$ cat src/rtl/keypad_pkg.sv
// Shared types and helpers for the 4x4 keypad scanner (state enum, key code width).
// Latency: n/a (package only).
// Backpressure: n/a (package only).
package keypad_pkg;

  localparam int KEY_W = 4;

  typedef enum logic [1:0] {
    SCAN     = 2'd0,
    DEBOUNCE = 2'd1,
    HELD     = 2'd2
  } kp_state_t;

  // Index of the lowest set bit; the lowest row wins when several rows are active.
  function automatic logic [1:0] lowest_idx(input logic [3:0] v);
    logic [1:0] idx;
    idx = 2'd0;
    for (int i = 3; i >= 0; i--) begin
      if (v[i]) idx = 2'(i);
    end
    return idx;
  endfunction

  // Index of a one-hot column drive.
  function automatic logic [1:0] onehot_idx(input logic [3:0] v);
    logic [1:0] idx;
    idx = 2'd0;
    for (int i = 0; i < 4; i++) begin
      if (v[i]) idx = 2'(i);
    end
    return idx;
  endfunction

  // Next column in the scan rotation 0001->0010->0100->1000->0001.
  function automatic logic [3:0] next_col(input logic [3:0] c);
    return {c[2:0], c[3]};
  endfunction

endpackage

$ cat src/rtl/sync_2ff.sv
// Two-flop synchronizer for asynchronous level inputs.
// Latency: 2 clk cycles from d to q.
// Backpressure: none (free-running sampler).
module sync_2ff #(
  parameter int W = 4
) (
  input  logic         clk,
  input  logic         rst_n,
  input  logic [W-1:0] d,
  output logic [W-1:0] q
);

  logic [W-1:0] meta;

  // Two back-to-back flops; only q is used downstream.
  always_ff @(posedge clk) begin
    if (!rst_n) begin
      meta <= '0;
      q    <= '0;
    end else begin
      meta <= d;
      q    <= meta;
    end
  end

endmodule

$ cat src/rtl/keypad_scan4x4.sv
// 4x4 matrix keypad scanner with press/release debounce; auto-repeat when KEYPAD_SCAN_REPEAT_EN is defined.
// Latency: 2-cycle row sync, then DEBOUNCE_CYCLES stable cycles to accept a press or a release.
// Backpressure: none; key_valid is a one-cycle pulse that is never held off.
module keypad_scan4x4
  import keypad_pkg::*;
#(
  parameter int SCAN_DIV        = 16,
  parameter int DEBOUNCE_CYCLES = 1024,
  parameter int REPEAT_CYCLES   = 65535
) (
  input  logic             clk,
  input  logic             rst_n,
  input  logic [3:0]       row,
  output logic [3:0]       col,
  output logic [KEY_W-1:0] key,
  output logic             key_valid,
  output logic             key_held
);

  // Reject parameter values the 16-bit counters cannot represent.
  if (SCAN_DIV < 4 || SCAN_DIV > 65535 ||
      DEBOUNCE_CYCLES < 2 || DEBOUNCE_CYCLES > 65535 ||
      REPEAT_CYCLES < 1 || REPEAT_CYCLES > 65535) begin : g_param_check
    $error("keypad_scan4x4: parameter out of legal range");
  end

  localparam logic [15:0] DWELL_LAST = 16'(SCAN_DIV - 1);
  localparam logic [15:0] DB_LAST    = 16'(DEBOUNCE_CYCLES - 1);

  logic [3:0]  rs;        // synchronized row sense
  kp_state_t   state;
  logic [15:0] dwell;     // cycles the current column has been driven
  logic [15:0] cnt;       // debounce counter (press stability or release stability)
  logic [1:0]  cap_row;   // row index of the locked candidate key
  logic [1:0]  cap_col;   // column index of the locked candidate key

`ifdef KEYPAD_SCAN_REPEAT_EN
  localparam logic [15:0] REP_LAST = 16'(REPEAT_CYCLES - 1);
  logic [15:0] rep_cnt;   // cycles since the last key_valid while held
`endif

  sync_2ff #(
    .W(4)
  ) u_row_sync (
    .clk  (clk),
    .rst_n(rst_n),
    .d    (row),
    .q    (rs)
  );

  // Scan / debounce / hold state machine; every output is registered here.
  always_ff @(posedge clk) begin
    if (!rst_n) begin
      state     <= SCAN;
      col       <= 4'b0001;
      dwell     <= '0;
      cnt       <= '0;
      cap_row   <= '0;
      cap_col   <= '0;
      key       <= '0;
      key_valid <= 1'b0;
      key_held  <= 1'b0;
`ifdef KEYPAD_SCAN_REPEAT_EN
      rep_cnt   <= '0;
`endif
    end else begin
      key_valid <= 1'b0;
      case (state)
        SCAN: begin
          // Rows are only trusted on the last dwell cycle, after the column
          // drive has had time to propagate through the synchronizer.
          if (dwell == DWELL_LAST) begin
            dwell <= '0;
            if (rs != 4'b0000) begin
              cap_row <= lowest_idx(rs);
              cap_col <= onehot_idx(col);
              cnt     <= '0;
              state   <= DEBOUNCE;
            end else begin
              col <= next_col(col);
            end
          end else begin
            dwell <= dwell + 16'd1;
          end
        end

        DEBOUNCE: begin
          // Column stays frozen so only the locked key can be seen.
          if (rs[cap_row]) begin
            if (cnt == DB_LAST) begin
              key       <= {cap_row, cap_col};
              key_valid <= 1'b1;
              key_held  <= 1'b1;
              cnt       <= '0;
              state     <= HELD;
`ifdef KEYPAD_SCAN_REPEAT_EN
              rep_cnt   <= '0;
`endif
            end else begin
              cnt <= cnt + 16'd1;
            end
          end else begin
            // Bounce or release before acceptance: resume on the next column.
            cnt   <= '0;
            dwell <= '0;
            col   <= next_col(col);
            state <= SCAN;
          end
        end

        HELD: begin
          // Release must be quiet for the full debounce window; any activity restarts it.
          if (rs == 4'b0000) begin
            if (cnt == DB_LAST) begin
              key_held <= 1'b0;
              cnt      <= '0;
              dwell    <= '0;
              col      <= next_col(col);
              state    <= SCAN;
            end else begin
              cnt <= cnt + 16'd1;
            end
          end else begin
            cnt <= '0;
          end
`ifdef KEYPAD_SCAN_REPEAT_EN
          // Repeat timer free-runs in HELD; a pulse is emitted only if the key is still down.
          if (rep_cnt == REP_LAST) begin
            rep_cnt   <= '0;
            key_valid <= (rs != 4'b0000);
          end else begin
            rep_cnt <= rep_cnt + 16'd1;
          end
`endif
        end

        default: begin
          state <= SCAN;
          col   <= 4'b0001;
          dwell <= '0;
          cnt   <= '0;
        end
      endcase
    end
  end

endmodule

$ cat config.mk
export PLATFORM = sky130hd
export DESIGN_NAME = keypad_scan4x4
export DESIGN_NICKNAME = d
export VERILOG_FILES = /design/src/rtl/keypad_pkg.sv /design/src/rtl/sync_2ff.sv /design/src/rtl/keypad_scan4x4.sv
export SDC_FILE = /design/constraint.sdc
export NUM_CORES = 1
export LEC_CHECK = 0
export ABC_AREA = 1
export CORE_MARGIN = 10
export CORE_UTILIZATION = 46
export CTS_CLUSTER_SIZE = 20
export DETAILED_ROUTE_END_ITERATION = 12
export GPL_ROUTABILITY_DRIVEN = 0
export GPL_TIMING_DRIVEN = 0
export PLACE_DENSITY = 0.64
export SYNTH_ARGS = -nofsm -noshare
export SYNTH_HDL_FRONTEND = slang
export SYNTH_SLANG_ARGS = --single-unit
$ cat constraint.sdc
create_clock -name clk -period 2.3 [get_ports clk]
set_input_delay 0.345 -clock clk [delete_from_list [all_inputs] [get_ports clk]]
set_output_delay 0.345 -clock clk [all_outputs]
set_load 0.02 [all_outputs]
After elaboration in Yosys (flattened, before gate mapping) --
Cells that the tools add are included.
Cells by class: $add $sub $neg 2, multipliers 0, div/mod/pow operators 0, order comparisons 1, eq/ne operators 13, shift operators 0, mux-type cells 39, bitwise logic cells 0, reduce and logical (&&, ||, !) cells 12
Operators by type and width (number):
- 16-bit 2-to-1 mux | 9
- 16-bit case mux with 3 select lines | 2
- 16-bit by 1-bit adder with 16-bit output, second input constant | 2
- 2-bit 2-to-1 mux | 12
- 4-bit 2-to-1 mux | 5
- 16-bit by 10-bit == test with 1-bit output, second input constant | 1
- 16-bit by 4-bit == test with 1-bit output, second input constant | 1
- 2-bit inequality test, second input constant | 8
- 5-bit AND reduction | 3
- 4-bit case mux with 3 select lines | 1
- 3-bit AND reduction | 4
- 1-bit 2-to-1 mux | 7
- 2-bit case mux with 3 select lines | 1
- 4-bit logical NOT | 1
- 4-bit nonzero test | 1
- 2-bit by 3-bit < comparator with 1-bit output, second input constant | 1
- 3-bit inequality test, second input constant | 1
- 1-bit binary-select mux with 2-bit select | 1
- 2-bit by 1-bit == test with 1-bit output, second input constant | 1
- 2-bit == test, second input constant | 1
- 2-bit logical NOT | 1
- 1-bit case mux with 2 select lines | 1
- 2-bit AND reduction | 1
- 2-bit nonzero test | 1
Storage, ports and cells: flip-flop bits (word level) 56, bits in latches 0, memory bits (writable) 0, memory bits (read-only) 0, input bits 6, output and inout bits 10, memories kept 0

Depth between registers and ports, before layout --
word-level depth 4, gate-level depth with buffers 12

Modules after synthesis --
From an unflattened synthesis, not the netlist that was laid out.
Unflattened totals: cells, all modules 477, area, all modules 3129.3 um^2
Modules (own cells, without submodules):
- keypad_scan4x4 | times used 1, cells each 452, area each 2904.0 um^2, seq. area each 960.9 um^2
- sync_2ff | times used 1, cells each 25, area each 225.2 um^2, seq. area each 160.2 um^2

Worst setup path after synthesis --
No wires, ideal clock.
path kind register to register, from register cnt[0], to register dwell[2], library setup time 0.131 ns, data arrival time 1.490 ns, path slack 0.679 ns, stages on the path, launching flop included 12, period minus slack after synthesis 1.621 ns, cell sequence dfxtp_1 > ha_1 > nand3_1 > nor2_2 > nand2_2 > nand2_2 > nand2_2 > inv_2 > nand2_2 > buf_6 > nand2_1 > a21oi_2
Between the ends: longest elaborated chain between the ends 3
RTL lines:
- start, declared | RTL line keypad_scan4x4.sv:33 | logic [15:0] cnt;
- start signal, assigned | RTL line keypad_scan4x4.sv:100 | cnt <= cnt + 16'd1;
- start signal, assigned | RTL line keypad_scan4x4.sv:121 | cnt <= cnt + 16'd1;
- 16-bit by 10-bit == test with 1-bit output | RTL line keypad_scan4x4.sv:114 | if (cnt == DB_LAST) begin
- 2-bit inequality test (no source line)
- 3-bit AND reduction (no source line)
- end signal, assigned | RTL line keypad_scan4x4.sv:83 | dwell <= dwell + 16'd1;
- end, declared | RTL line keypad_scan4x4.sv:32 | logic [15:0] dwell;
Every way passes these cells. A chain may end at the register's enable or synchronous reset.

Worst setup path in the final report --
from register cnt[0], to register cnt[8]
Between the ends: longest elaborated chain between the ends 4
RTL lines:
- 16-bit by 1-bit adder with 16-bit output / 16-bit by 10-bit == test with 1-bit output (equally long branches)
- 16-bit 2-to-1 mux * | RTL line keypad_scan4x4.sv:90, keypad_scan4x4.sv:114
- 16-bit 2-to-1 mux (on tied branches) | RTL line keypad_scan4x4.sv:113, keypad_scan4x4.sv:89
- 16-bit case mux with 3 select lines * | RTL line keypad_scan4x4.sv:68 | case (state)
Mark *: on every way between the ends. The rest lies on a longest branch, timed or not.

==> results.sh <==
export IMPL_slowest_stage="dfxtp_1"
export IMPL_combinationalPowerShare=0.132
export IMPL_synth_area_leaders="dfxtp_1, nand2_1, nor2_1"
export IMPL_grt_max_degree=19
export IMPL_cts_setup_buffers=0
export IMPL_finalHoldViolations=0
export IMPL_h_tree_depth=2
export IMPL_ant_nets=0
export IMPL_cellPowerDensity_mw_per_mm2=531
export IMPL_setup_ws_ns=0.366
export IMPL_drv_cap=0
export IMPL_path_clk_slew_ns=0.11
export IMPL_cts_sinks=56
export IMPL_clock_skew_ns=0.0122
export IMPL_grt_pass1_vias=2532
export IMPL_path_cells="ha_1 > nand3_1 > nor2_2 > nand2_2 > nand3_2 > nand2_1 > nand2_1 > nand2_1 > nand2_1 > buf_4 > nor2_1"
export IMPL_netlist_instances=485
export IMPL_cts_buffers=5
export IMPL_p_switching_mw=0.521
export IMPL_post_route_drc_count=0
export IMPL_synth_main_ff_cell="dfxtp_1"
export IMPL_cp_startpoint="cnt[0]$_SDFFE_PN0P_"
export IMPL_ys_ff_latch=56
export IMPL_die_w_um=102
export IMPL_fin_crit_sh=0.841
export IMPL_finalNonFillerCells=584
export IMPL_die_h_um=102
export IMPL_tightest_slew_ns=0.512
export IMPL_clk_insertion_delay_late_ns=0.32
export IMPL_async_flop_share=0
export IMPL_ir_worst_vdd_v=0.000295
export IMPL_r2r_start="cnt[0]$_SDFFE_PN0P_"
export IMPL_routed_wl_mm=6.91
export IMPL_regToRegSetupSlack_ns=0.37
export IMPL_start_util=0.480
export IMPL_syn_to_final_growth_pct=10.5
export IMPL_post_place_ws_ns=0.343
export IMPL_relSlewSlack=0.659
export IMPL_p_total_mw=1.82
export IMPL_cts_root_buf="clkbuf_8"
export IMPL_switching_share=0.287
export IMPL_crit_fanout=10
export IMPL_fill_cells=644
export IMPL_critPathCapture="cnt[8]$_SDFFE_PN0P_"
export IMPL_cts_buffer_depth=2
export IMPL_hold_buffers=0
export IMPL_seqPwrFrac=0.560
export IMPL_timing_rr_end="cnt[8]$_SDFFE_PN0P_"
export IMPL_power_share_clock=0.308
export IMPL_cpMostUsedCell="nand2_1"
export IMPL_cp_start_kind="flip-flop"
export IMPL_cp_data_required_time_ns=2.51
export IMPL_drv_slew=0
export IMPL_drive_gt1_frac=0.0651
export IMPL_syn_area_per_cell_um2=6.39
export IMPL_first_pass_iters=4
export IMPL_dp_hpwl_mm=5.28
export IMPL_grt_pass1_wl_mm=11.5
export IMPL_numPortBuffers=14
export IMPL_yosys_warnings=0
export IMPL_cts_tree="yes"
export IMPL_yosysMostFrequentCell="nand2_1"
export IMPL_synth_top_cells_by_count="nand2_1, nor2_1, inv_1"
export IMPL_io_pins=16
export IMPL_rsz0062_at_grt="no"
export IMPL_synth_seq_area_share=0.362
export IMPL_drt_first_iter_violations=136
export IMPL_power_leakage_nw=1.52
export IMPL_fin_nets=518
export IMPL_setup_violations_final=0
export IMPL_grt_antenna_before_repair=0
export IMPL_yosys_area_top_type_share=0.362
export IMPL_vias=2903
export IMPL_timing_fmax_mhz=517
export IMPL_post_cts_resize_count=0
export IMPL_viasPerCell=4.97
export IMPL_synth_edf_count=0
export IMPL_run_status="finished, final reports clean"
export IMPL_dp_cells=576
export IMPL_period_needed_ns=1.93
export IMPL_antenna_cells=0
export IMPL_synth_nets=497
export IMPL_grt_overflow=0
export IMPL_placementRows=29
export IMPL_r2r_cells=11
export IMPL_worstSetupPathType="reg2reg"
export IMPL_netlist_area_mm2=0.00310
export IMPL_grt_util_all_layers=0.134
export IMPL_p_int_mw=1.30
export IMPL_tns_ns=0
export IMPL_wl_per_cell_um=11.8
export IMPL_synthDistinctLibCells=28
export IMPL_slowest_delay_ns=0.42
export IMPL_hold_path_class="in2reg"
export IMPL_core_mm2=0.00646
export IMPL_dieArea_mm2=0.0104
export IMPL_yosysTopAreaCell="dfxtp_1"
export IMPL_cp_end_kind="flip-flop"
export IMPL_crit_arrival_ns=2.15
==> flip-flops by register name (all words and copies together), names as in the netlist <==
signal,count
col,4
u_row_sync.q,4
cnt,16
cap_row,2
dwell,16
key_held,1
state,2
key,4
key_valid,1
u_row_sync.meta,4
cap_col,2
==> power groups by stage <==
stage | Sequential, mW | Combinational (mW) | Clock, mW
3_3_place_gp | 1.04 | 0.240 | 0
3_5_place_dp | 1.04 | 0.242 | 0
5_1_grt | 1.02 | 0.271 | 0.619
2_1_floorplan | 1.04 | 0.170 | 0
4_1_cts | 1.02 | 0.243 | 0.583
6_report | 1.02 | 0.240 | 0.560
==> worst min-delay path by stage <==
stage                                        startpoint                          to  slack (ns)  cells after the start
after global placement    u_row_sync.meta[3]$_SDFF_PN0_  u_row_sync.q[3]$_SDFF_PN0_        0.39                      2
after CTS                                         rst_n     cap_col[0]$_SDFFE_PN0P_        0.39                      3
final                                             rst_n     cap_col[0]$_SDFFE_PN0P_        0.39                      3
after detailed placement  u_row_sync.meta[2]$_SDFF_PN0_  u_row_sync.q[2]$_SDFF_PN0_        0.40                      2
after global routing                              rst_n     cap_row[0]$_SDFFE_PN0P_        0.43                      3
after floorplan           u_row_sync.meta[0]$_SDFF_PN0_  u_row_sync.q[0]$_SDFF_PN0_        0.39                      2
==> routing by layer <==
layer  global-route usage  vias up  part of all wire
met3               0.0270        7             0.034
met1                0.158     1298              0.46
met4               0.0434        0            0.0094
met2                0.238       48              0.49
li1                     -     1550                 -
met5                    0        -                 0
==> stage by stage <==
step,cell area (µm²),util,hold WS (ns)
after floorplan,3100,-,0.390
after global placement,3340,0.516,0.392
after detailed placement,3340,0.516,0.399
after CTS,3430,0.530,0.388
after global routing,3430,0.530,0.431
final,3430,0.530,0.394
==> cells in the final DEF, fill, tap and decap left out, types with 6 or more instances in the layout <==
cell,n
nand3_1,42
o21ai_0,11
xor2_1,8
nand4_1,16
inv_1,68
nand2_1,136
nor2_1,80
a21oi_1,21
dfxtp_1,56
ha_1,6
clkdlybuf4s50_1,14
==> critical path: cells and delay by family (launching register included) <==
family | cells | cell delay (ns)
fa+ha+maj | 1 | 0.23
buf+inv | 1 | 0.20
flops | 1 | 0.42
simple gates | 9 | 1.00
==> area by class of cell <==
class	instances	area, µm²	share of cell area
Buffer	10	71.3	0.0208
Clock buffer	5	68.8	0.0201
Clock inverter	3	21.3	0.00621
Inverter	72	270	0.0789
Multi-Input combinational cell	347	1640	0.478
Sequential cell	56	1120	0.327
Tap cell	77	96.3	0.0281
Timing Repair Buffer	14	140	0.0409
==> cell families (layout without fill, tap and decap cells) <==
family	after synthesis	in the layout	synth area share
flops	56	56	0.362
fa+ha+maj	6	6	0.0242
compound gates	36	36	0.0622
buf+inv	82	104	0.110
simple gates	295	295	0.411
xor+xnor	10	10	0.0307
Power figures use the tool's default switching activity.
